--- config.mk ---
export PLATFORM = sky130hd
export DESIGN_NAME = rf_wr_arbiter_flat
export DESIGN_NICKNAME = d
export VERILOG_FILES = /design/src/rtl/rf_wr_arbiter_if.sv /design/src/rtl/rf_wr_arbiter.sv /design/src/flat_wrapper.sv
export SDC_FILE = /design/constraint.sdc
export NUM_CORES = 1
export LEC_CHECK = 0
export CORE_ASPECT_RATIO = 2
export CORE_MARGIN = 1.5
export CORE_UTILIZATION = 47
export DETAILED_ROUTE_END_ITERATION = 8
export PLACE_DENSITY = 0.94
export SLEW_MARGIN = 10
export SYNTH_ARGS = -nofsm -noshare
export SYNTH_HDL_FRONTEND = slang
export SYNTH_SLANG_ARGS = --single-unit
--- constraint.sdc ---
create_clock -name clk -period 4.9 [get_ports clk]
set_input_delay 1.225 -clock clk [delete_from_list [all_inputs] [get_ports clk]]
set_output_delay 1.225 -clock clk [all_outputs]
set_load 0.02 [all_outputs]
--- src/rtl/rf_wr_arbiter_if.sv ---
// Register-file write-port bundle shared by the requesters and the arbiter.
// The master side drives requests and per-requester write payloads. The slave
// side (the arbiter) returns the one-hot grant and the registered write port.
interface rf_wr_arbiter_if #(
  parameter int NREQ   = 4,
  parameter int ADDR_W = 4,
  parameter int DATA_W = 16
);
  logic [NREQ-1:0]        req;
  logic [NREQ-1:0]        lock;
  logic [NREQ*ADDR_W-1:0] wr_addr;
  logic [NREQ*DATA_W-1:0] wr_data;
  logic [NREQ-1:0]        gnt;
  logic                   rf_we;
  logic [ADDR_W-1:0]      rf_addr;
  logic [DATA_W-1:0]      rf_data;
  logic                   busy;

  modport master (
    output req, lock, wr_addr, wr_data,
    input  gnt, rf_we, rf_addr, rf_data, busy
  );

  modport slave (
    input  req, lock, wr_addr, wr_data,
    output gnt, rf_we, rf_addr, rf_data, busy
  );
endinterface

--- src/rtl/rf_wr_arbiter.sv ---
// Round-robin arbiter for the single register-file write port.
// A granted requester that holds lock keeps the port for up to MAX_BURST
// consecutive writes. After that it is forced back into arbitration with the
// lowest priority. Every write-port output comes straight from a flop.
module rf_wr_arbiter #(
  parameter int NREQ      = 4,
  parameter int ADDR_W    = 4,
  parameter int DATA_W    = 16,
  parameter int MAX_BURST = 4
) (
  input  logic              clk,
  input  logic              rst,
  rf_wr_arbiter_if.slave    bus
);

  localparam int PTR_W = (NREQ > 1) ? $clog2(NREQ) : 1;
  localparam int CNT_W = $clog2(MAX_BURST + 1);
  localparam logic [CNT_W-1:0] CNT_MAX  = CNT_W'(MAX_BURST);
  localparam logic [PTR_W-1:0] PTR_LAST = PTR_W'(NREQ - 1);

  typedef enum logic {IDLE, GRANT} state_t;

  state_t            r_state;
  state_t            w_nextState;
  logic [PTR_W-1:0]  r_ptr;
  logic [PTR_W-1:0]  w_nextPtr;
  logic [CNT_W-1:0]  r_burstCnt;
  logic [CNT_W-1:0]  w_nextCnt;
  logic [NREQ-1:0]   r_gnt;
  logic [NREQ-1:0]   w_nextGnt;
  logic              r_we;
  logic              w_nextWe;
  logic [ADDR_W-1:0] r_addr;
  logic [ADDR_W-1:0] w_nextAddr;
  logic [DATA_W-1:0] r_data;
  logic [DATA_W-1:0] w_nextData;

  logic [ADDR_W-1:0] w_addrArr [NREQ];
  logic [DATA_W-1:0] w_dataArr [NREQ];
  logic              w_found;
  logic [PTR_W-1:0]  w_winner;
  logic [PTR_W-1:0]  w_ownerIdx;
  logic              w_continue;

  // Split the flattened payload buses into one address/data entry per requester
  always_comb begin
    for (int k = 0; k < NREQ; k++) begin
      w_addrArr[k] = bus.wr_addr[k*ADDR_W +: ADDR_W];
      w_dataArr[k] = bus.wr_data[k*DATA_W +: DATA_W];
    end
  end

  // Round-robin search: lowest request at or above ptr wins, otherwise lowest below ptr
  always_comb begin
    w_found  = 1'b0;
    w_winner = '0;
    for (int k = NREQ - 1; k >= 0; k--) begin
      if (bus.req[k] && (k < int'(r_ptr))) begin
        w_found  = 1'b1;
        w_winner = PTR_W'(k);
      end
    end
    for (int k = NREQ - 1; k >= 0; k--) begin
      if (bus.req[k] && (k >= int'(r_ptr))) begin
        w_found  = 1'b1;
        w_winner = PTR_W'(k);
      end
    end
  end

  // Encode the index of the requester that currently owns the port
  always_comb begin
    w_ownerIdx = '0;
    for (int k = 0; k < NREQ; k++) begin
      if (r_gnt[k]) w_ownerIdx = PTR_W'(k);
    end
  end

  // A burst continues only for the granted requester, and only while it still requests, locks and has budget left
  assign w_continue = (r_state == GRANT) && (|(r_gnt & bus.req & bus.lock)) &&
                      (r_burstCnt < CNT_MAX);

  // State register: the FSM returns to IDLE as soon as reset asserts
  always_ff @(posedge clk or negedge rst) begin
    if (!rst) r_state <= IDLE;
    else      r_state <= w_nextState;
  end

  // Next state: stay granted while a burst continues or any requester is pending
  always_comb begin
    w_nextState = IDLE;
    if (w_continue || w_found) w_nextState = GRANT;
  end

  // Next write-port values: reload the owner on a burst, load a new winner, or go idle holding address/data
  always_comb begin
    w_nextGnt  = r_gnt;
    w_nextWe   = r_we;
    w_nextAddr = r_addr;
    w_nextData = r_data;
    w_nextPtr  = r_ptr;
    w_nextCnt  = r_burstCnt;
    if (w_continue) begin
      w_nextAddr = w_addrArr[w_ownerIdx];
      w_nextData = w_dataArr[w_ownerIdx];
      w_nextCnt  = r_burstCnt + CNT_W'(1);
    end else if (w_found) begin
      w_nextGnt  = NREQ'(1) << w_winner;
      w_nextWe   = 1'b1;
      w_nextAddr = w_addrArr[w_winner];
      w_nextData = w_dataArr[w_winner];
      w_nextPtr  = (w_winner == PTR_LAST) ? '0 : w_winner + PTR_W'(1);
      w_nextCnt  = CNT_W'(1);
    end else begin
      w_nextGnt = '0;
      w_nextWe  = 1'b0;
    end
  end

  // Write-port and arbitration registers; reset drops the write enable immediately mid-burst
  always_ff @(posedge clk or negedge rst) begin
    if (!rst) begin
      r_gnt      <= '0;
      r_we       <= 1'b0;
      r_addr     <= '0;
      r_data     <= '0;
      r_ptr      <= '0;
      r_burstCnt <= '0;
    end else begin
      r_gnt      <= w_nextGnt;
      r_we       <= w_nextWe;
      r_addr     <= w_nextAddr;
      r_data     <= w_nextData;
      r_ptr      <= w_nextPtr;
      r_burstCnt <= w_nextCnt;
    end
  end

  assign bus.gnt     = r_gnt;
  assign bus.rf_we   = r_we;
  assign bus.rf_addr = r_addr;
  assign bus.rf_data = r_data;
  assign bus.busy    = |r_gnt;

endmodule

--- src/flat_wrapper.sv ---
// flat-port wrapper written by rule: the top's interface ports become plain ports
module rf_wr_arbiter_flat 
#(
  parameter int NREQ      = 4,
  parameter int ADDR_W    = 4,
  parameter int DATA_W    = 16,
  parameter int MAX_BURST = 4
)
  (clk, rst, bus_req, bus_lock, bus_wr_addr, bus_wr_data, bus_gnt, bus_rf_we, bus_rf_addr, bus_rf_data, bus_busy);
  rf_wr_arbiter_if #(.NREQ(NREQ), .ADDR_W(ADDR_W), .DATA_W(DATA_W)) bus_i ();
  input  logic clk;
  input  logic rst;
  input wire logic [$bits(bus_i.req)-1:0] bus_req;
  input wire logic [$bits(bus_i.lock)-1:0] bus_lock;
  input wire logic [$bits(bus_i.wr_addr)-1:0] bus_wr_addr;
  input wire logic [$bits(bus_i.wr_data)-1:0] bus_wr_data;
  output wire logic [$bits(bus_i.gnt)-1:0] bus_gnt;
  output wire logic [$bits(bus_i.rf_we)-1:0] bus_rf_we;
  output wire logic [$bits(bus_i.rf_addr)-1:0] bus_rf_addr;
  output wire logic [$bits(bus_i.rf_data)-1:0] bus_rf_data;
  output wire logic [$bits(bus_i.busy)-1:0] bus_busy;
  assign bus_i.req = bus_req;
  assign bus_i.lock = bus_lock;
  assign bus_i.wr_addr = bus_wr_addr;
  assign bus_i.wr_data = bus_wr_data;
  assign bus_gnt = bus_i.gnt;
  assign bus_rf_we = bus_i.rf_we;
  assign bus_rf_addr = bus_i.rf_addr;
  assign bus_rf_data = bus_i.rf_data;
  assign bus_busy = bus_i.busy;
  rf_wr_arbiter #(.NREQ(NREQ), .ADDR_W(ADDR_W), .DATA_W(DATA_W), .MAX_BURST(MAX_BURST)) u_core (.clk(clk), .rst(rst), .bus(bus_i));
endmodule
==> flow_summary.json <==
{
  "status": "finished, final reports clean",
  "netlist_area_um2": 2720,
  "root_buffer": "clkbuf_16",
  "slew_headroom_pct": 48.6,
  "synth_compound_area_share_pct": 29.9,
  "worstHoldPathCells": 1,
  "max_stage_delay_ns": 0.60,
  "yosysSeqAreaShare_pct": 28.5,
  "maxSlewViolCount": 0,
  "syn2layout_area_growth_pct": 50.2,
  "hp-class": "register to register",
  "reg2reg_to": "u_core.bus.gnt[0]$_DFFE_PN0N_",
  "critical-path-slowest-cell": "inv_1",
  "drv_cap": 0,
  "synth_xor_area_share_pct": 0,
  "hold_buffers": 0,
  "vias_per_cell": 6.63,
  "seq_area_um2": 776,
  "gr-total-overflow": 0,
  "avgSynthCellArea_um2": 8.59,
  "setup_viol": 0,
  "clkSlewWorstSetupHoldPaths_ns": 0.05,
  "drt_first_pass_iters": 5,
  "crit_buf_inv": 3,
  "synth_top_family_by_area": "compound AO/OA/AOI/OAI gates",
  "holdPathEnd": "u_core.r_burstCnt[0]$_DFFE_PN0P_",
  "p_leak_nw": 1.65,
  "nets": 512,
  "yosysUniqueCellTypes": 29,
  "reg2reg_from": "u_core.r_ptr[1]$_DFFE_PN0P_",
  "clock-sinks": 31,
  "portBuffers": 115,
  "syn-instance-count": 317,
  "hpwlAfterDp_um": 6640,
  "antenna_found_initial": 0,
  "worst-setup-path-type": "primary input to register",
  "fin_crit_ns": 3.55,
  "rsz0062_at_grt": "false",
  "cts_tree": "yes",
  "path_cells": "clkdlybuf4s50_1, nor3b_1, a211oi_4, buf_4, inv_1, ha_1, nand2_1, o21ai_0",
  "fin_skew_ns": 0.00297,
  "routabilityCongestion": 0.869,
  "cts_buffers": 5,
  "final_util_pct": 72.2,
  "irDropWorstVdd_v": 0.000490,
  "hold_viol": 0,
  "drtAntennaViolNets": 0,
  "synthSimpleGateAreaFrac_pct": 16.6,
  "muxShareOfSynthArea_pct": 16.0,
  "die_y_um": 111,
  "syn-num-nets": 412,
  "r2r_cells": 7,
  "drive_gt1_share_pct": 10.8,
  "post-cts-setup-buffers": 0,
  "antenna_cells": 0,
  "cp_max_fo": 24,
  "cts_resized": 0,
  "die_area_um2": 6290,
  "grt_pass1_vias": 3244,
  "finalCritPeriodShare_pct": 72.5,
  "drt_iter0_markers": 209,
  "synth_fa_ha_area_share_pct": 2.30,
  "regToRegSetupSlack_ns": 2.38,
  "cpLargestDelayFamily": "buffers and inverters",
  "timing.fmax_mhz": 281,
  "pin_count": 116,
  "layout_commonest_cell": "clkdlybuf4s50_1",
  "ctsHtreeMaxLevel": 2,
  "multi_input_area_um2": 1800,
  "routed_wl_um": 9700,
  "grt_max_degree": 45,
  "worst_pin_slew_ns": 0.771,
  "synth-seq-cells": 31,
  "arrival_ns": 3.75,
  "cts_buffer_depth": 2,
  "dpl_worst_slack_ns": 1.09,
  "worstSetupStartpointType": "primary input",
  "initial_core_util_pct": 48.1,
  "grt_first_pass_wirelength_um": 15500,
  "cp-end-kind": "register",
  "fin_tns_setup_ns": 0,
  "hp-start": "u_core.r_burstCnt[0]$_DFFE_PN0P_",
  "num_vias": 3178,
  "avgRoutedWirePerCell_um": 20.3,
  "drc": 0,
  "clock_latency_ns": 0.28,
  "grt.total_usage_pct": 31.2,
  "finalWorstSetupSlack_ns": 1.35,
  "required_ns": 5.10,
  "mostFrequentLayoutCells": "115 x clkdlybuf4s50_1, 41 x and3_1, 40 x a211oi_1",
  "pwr_density_cell_nw_per_um2": 567,
  "die_w_um": 56.8,
  "num-fill-cells": 426,
  "rows": 39,
  "ys.warnings.count": 0,
  "core_area_um2": 5660
}
[power by group]
| part | internal (mW) | leakage (nW) | switching, mW | total, mW |
|---|---|---|---|---|
| sequential | 0.380 | 0.368 | 0.117 | 0.497 |
| combinational | 0.682 | 1.19 | 0.774 | 1.46 |
| clock | 0.253 | 0.0868 | 0.114 | 0.367 |
| total | 1.31 | 1.65 | 1.01 | 2.32 |
[how the worst max path moves through the flow]
stage	startpoint	end	slack [ns]	cells after the start
6_report	bus_req[0]	u_core.bus.gnt[0]$_DFFE_PN0N_	1.35	8
5_1_grt	bus_req[0]	u_core.bus.rf_addr[3]$_DFFE_PN0P_	1.19	7
4_1_cts	bus_req[0]	u_core.bus.gnt[0]$_DFFE_PN0N_	1.36	8
3_5_place_dp	bus_req[0]	u_core.r_ptr[1]$_DFFE_PN0P_	1.09	9
3_3_place_gp	bus_req[0]	u_core.bus.gnt[0]$_DFFE_PN0N_	1.09	8
2_1_floorplan	bus_req[0]	u_core.r_ptr[1]$_DFFE_PN0P_	2.21	7
[synthesized netlist by cell type, drive strengths merged]
master  number  area [um^2]
o21ai       26          130
mux2        21          236
nor3b        1         7.51
or2          1         6.26
a211oi      41          313
nand2b       2         12.5
a22o         2         17.5
o31ai       21          158
a31oi        1         6.26
nor3         1         10.0
inv          6         22.5
mux2i       20          200
buf         10         68.8
clkbuf      24         90.1
nor4         1         12.5
nor2b        1         6.26
a21oi        3         15.0
or4          1         7.51
dfrtp       31          776
nand3        2         10.0
a311oi       1         15.0
nand2       31          116
nor2         2         7.51
o22a         1         8.76
and3        41          257
ha           5         62.6
a22oi       20          150
[worst register-to-register path, stage by stage (launching register included)]
cell	delay, ns
dfrtp_1	0.46
nor3b_1	0.58
a211oi_4	0.07
buf_4	0.25
inv_1	0.60
ha_1	0.28
nand2_1	0.05
o21ai_0	0.14
[per-stage QoR]
stage	total power, mW	cell area (um^2)	std cells	hold slack, ns
6_report	2.32	4090	479	0.481
5_1_grt	2.45	4090	479	0.515
4_1_cts	2.31	4090	479	0.488
3_5_place_dp	1.93	3920	471	0.481
3_3_place_gp	1.88	3920	471	0.457
2_1_floorplan	1.41	2720	317	0.446
[area by class of cell]
type,instances,area share [%]
clock inverters,2,0.857
flip-flops and latches,31,19.0
clock buffers,6,3.40
inverters,6,0.551
well taps,61,1.87
repair buffers,127,30.4
multi-input cells,246,44.0
[metal layers]
layer  part of all wire (%)  global-route usage (%)
met5                      0                       0
met2                     54                    54.7
met4                    4.9                    19.7
met3                    6.8                    3.98
met1                     34                    34.1
[flip-flops by register name, summed over array words and instances (netlist names)]
name	flops
u_core.r_burstCnt	3
u_core.bus.rf_we	1
u_core.bus.gnt	4
u_core.r_ptr	2
u_core.bus.rf_addr	4
u_core.r_state	1
u_core.bus.rf_data	16
[kinds of logic (layout without fill, tap and decap cells)]
group | after synthesis | in the layout
AOI/OAI and AO/OA | 116 | 116
adders and majority gates | 5 | 5
buffers and inverters | 40 | 141
DFF | 31 | 31
muxes | 41 | 41
and+or+nand+nor | 84 | 84
Power figures use the tool's default switching activity.
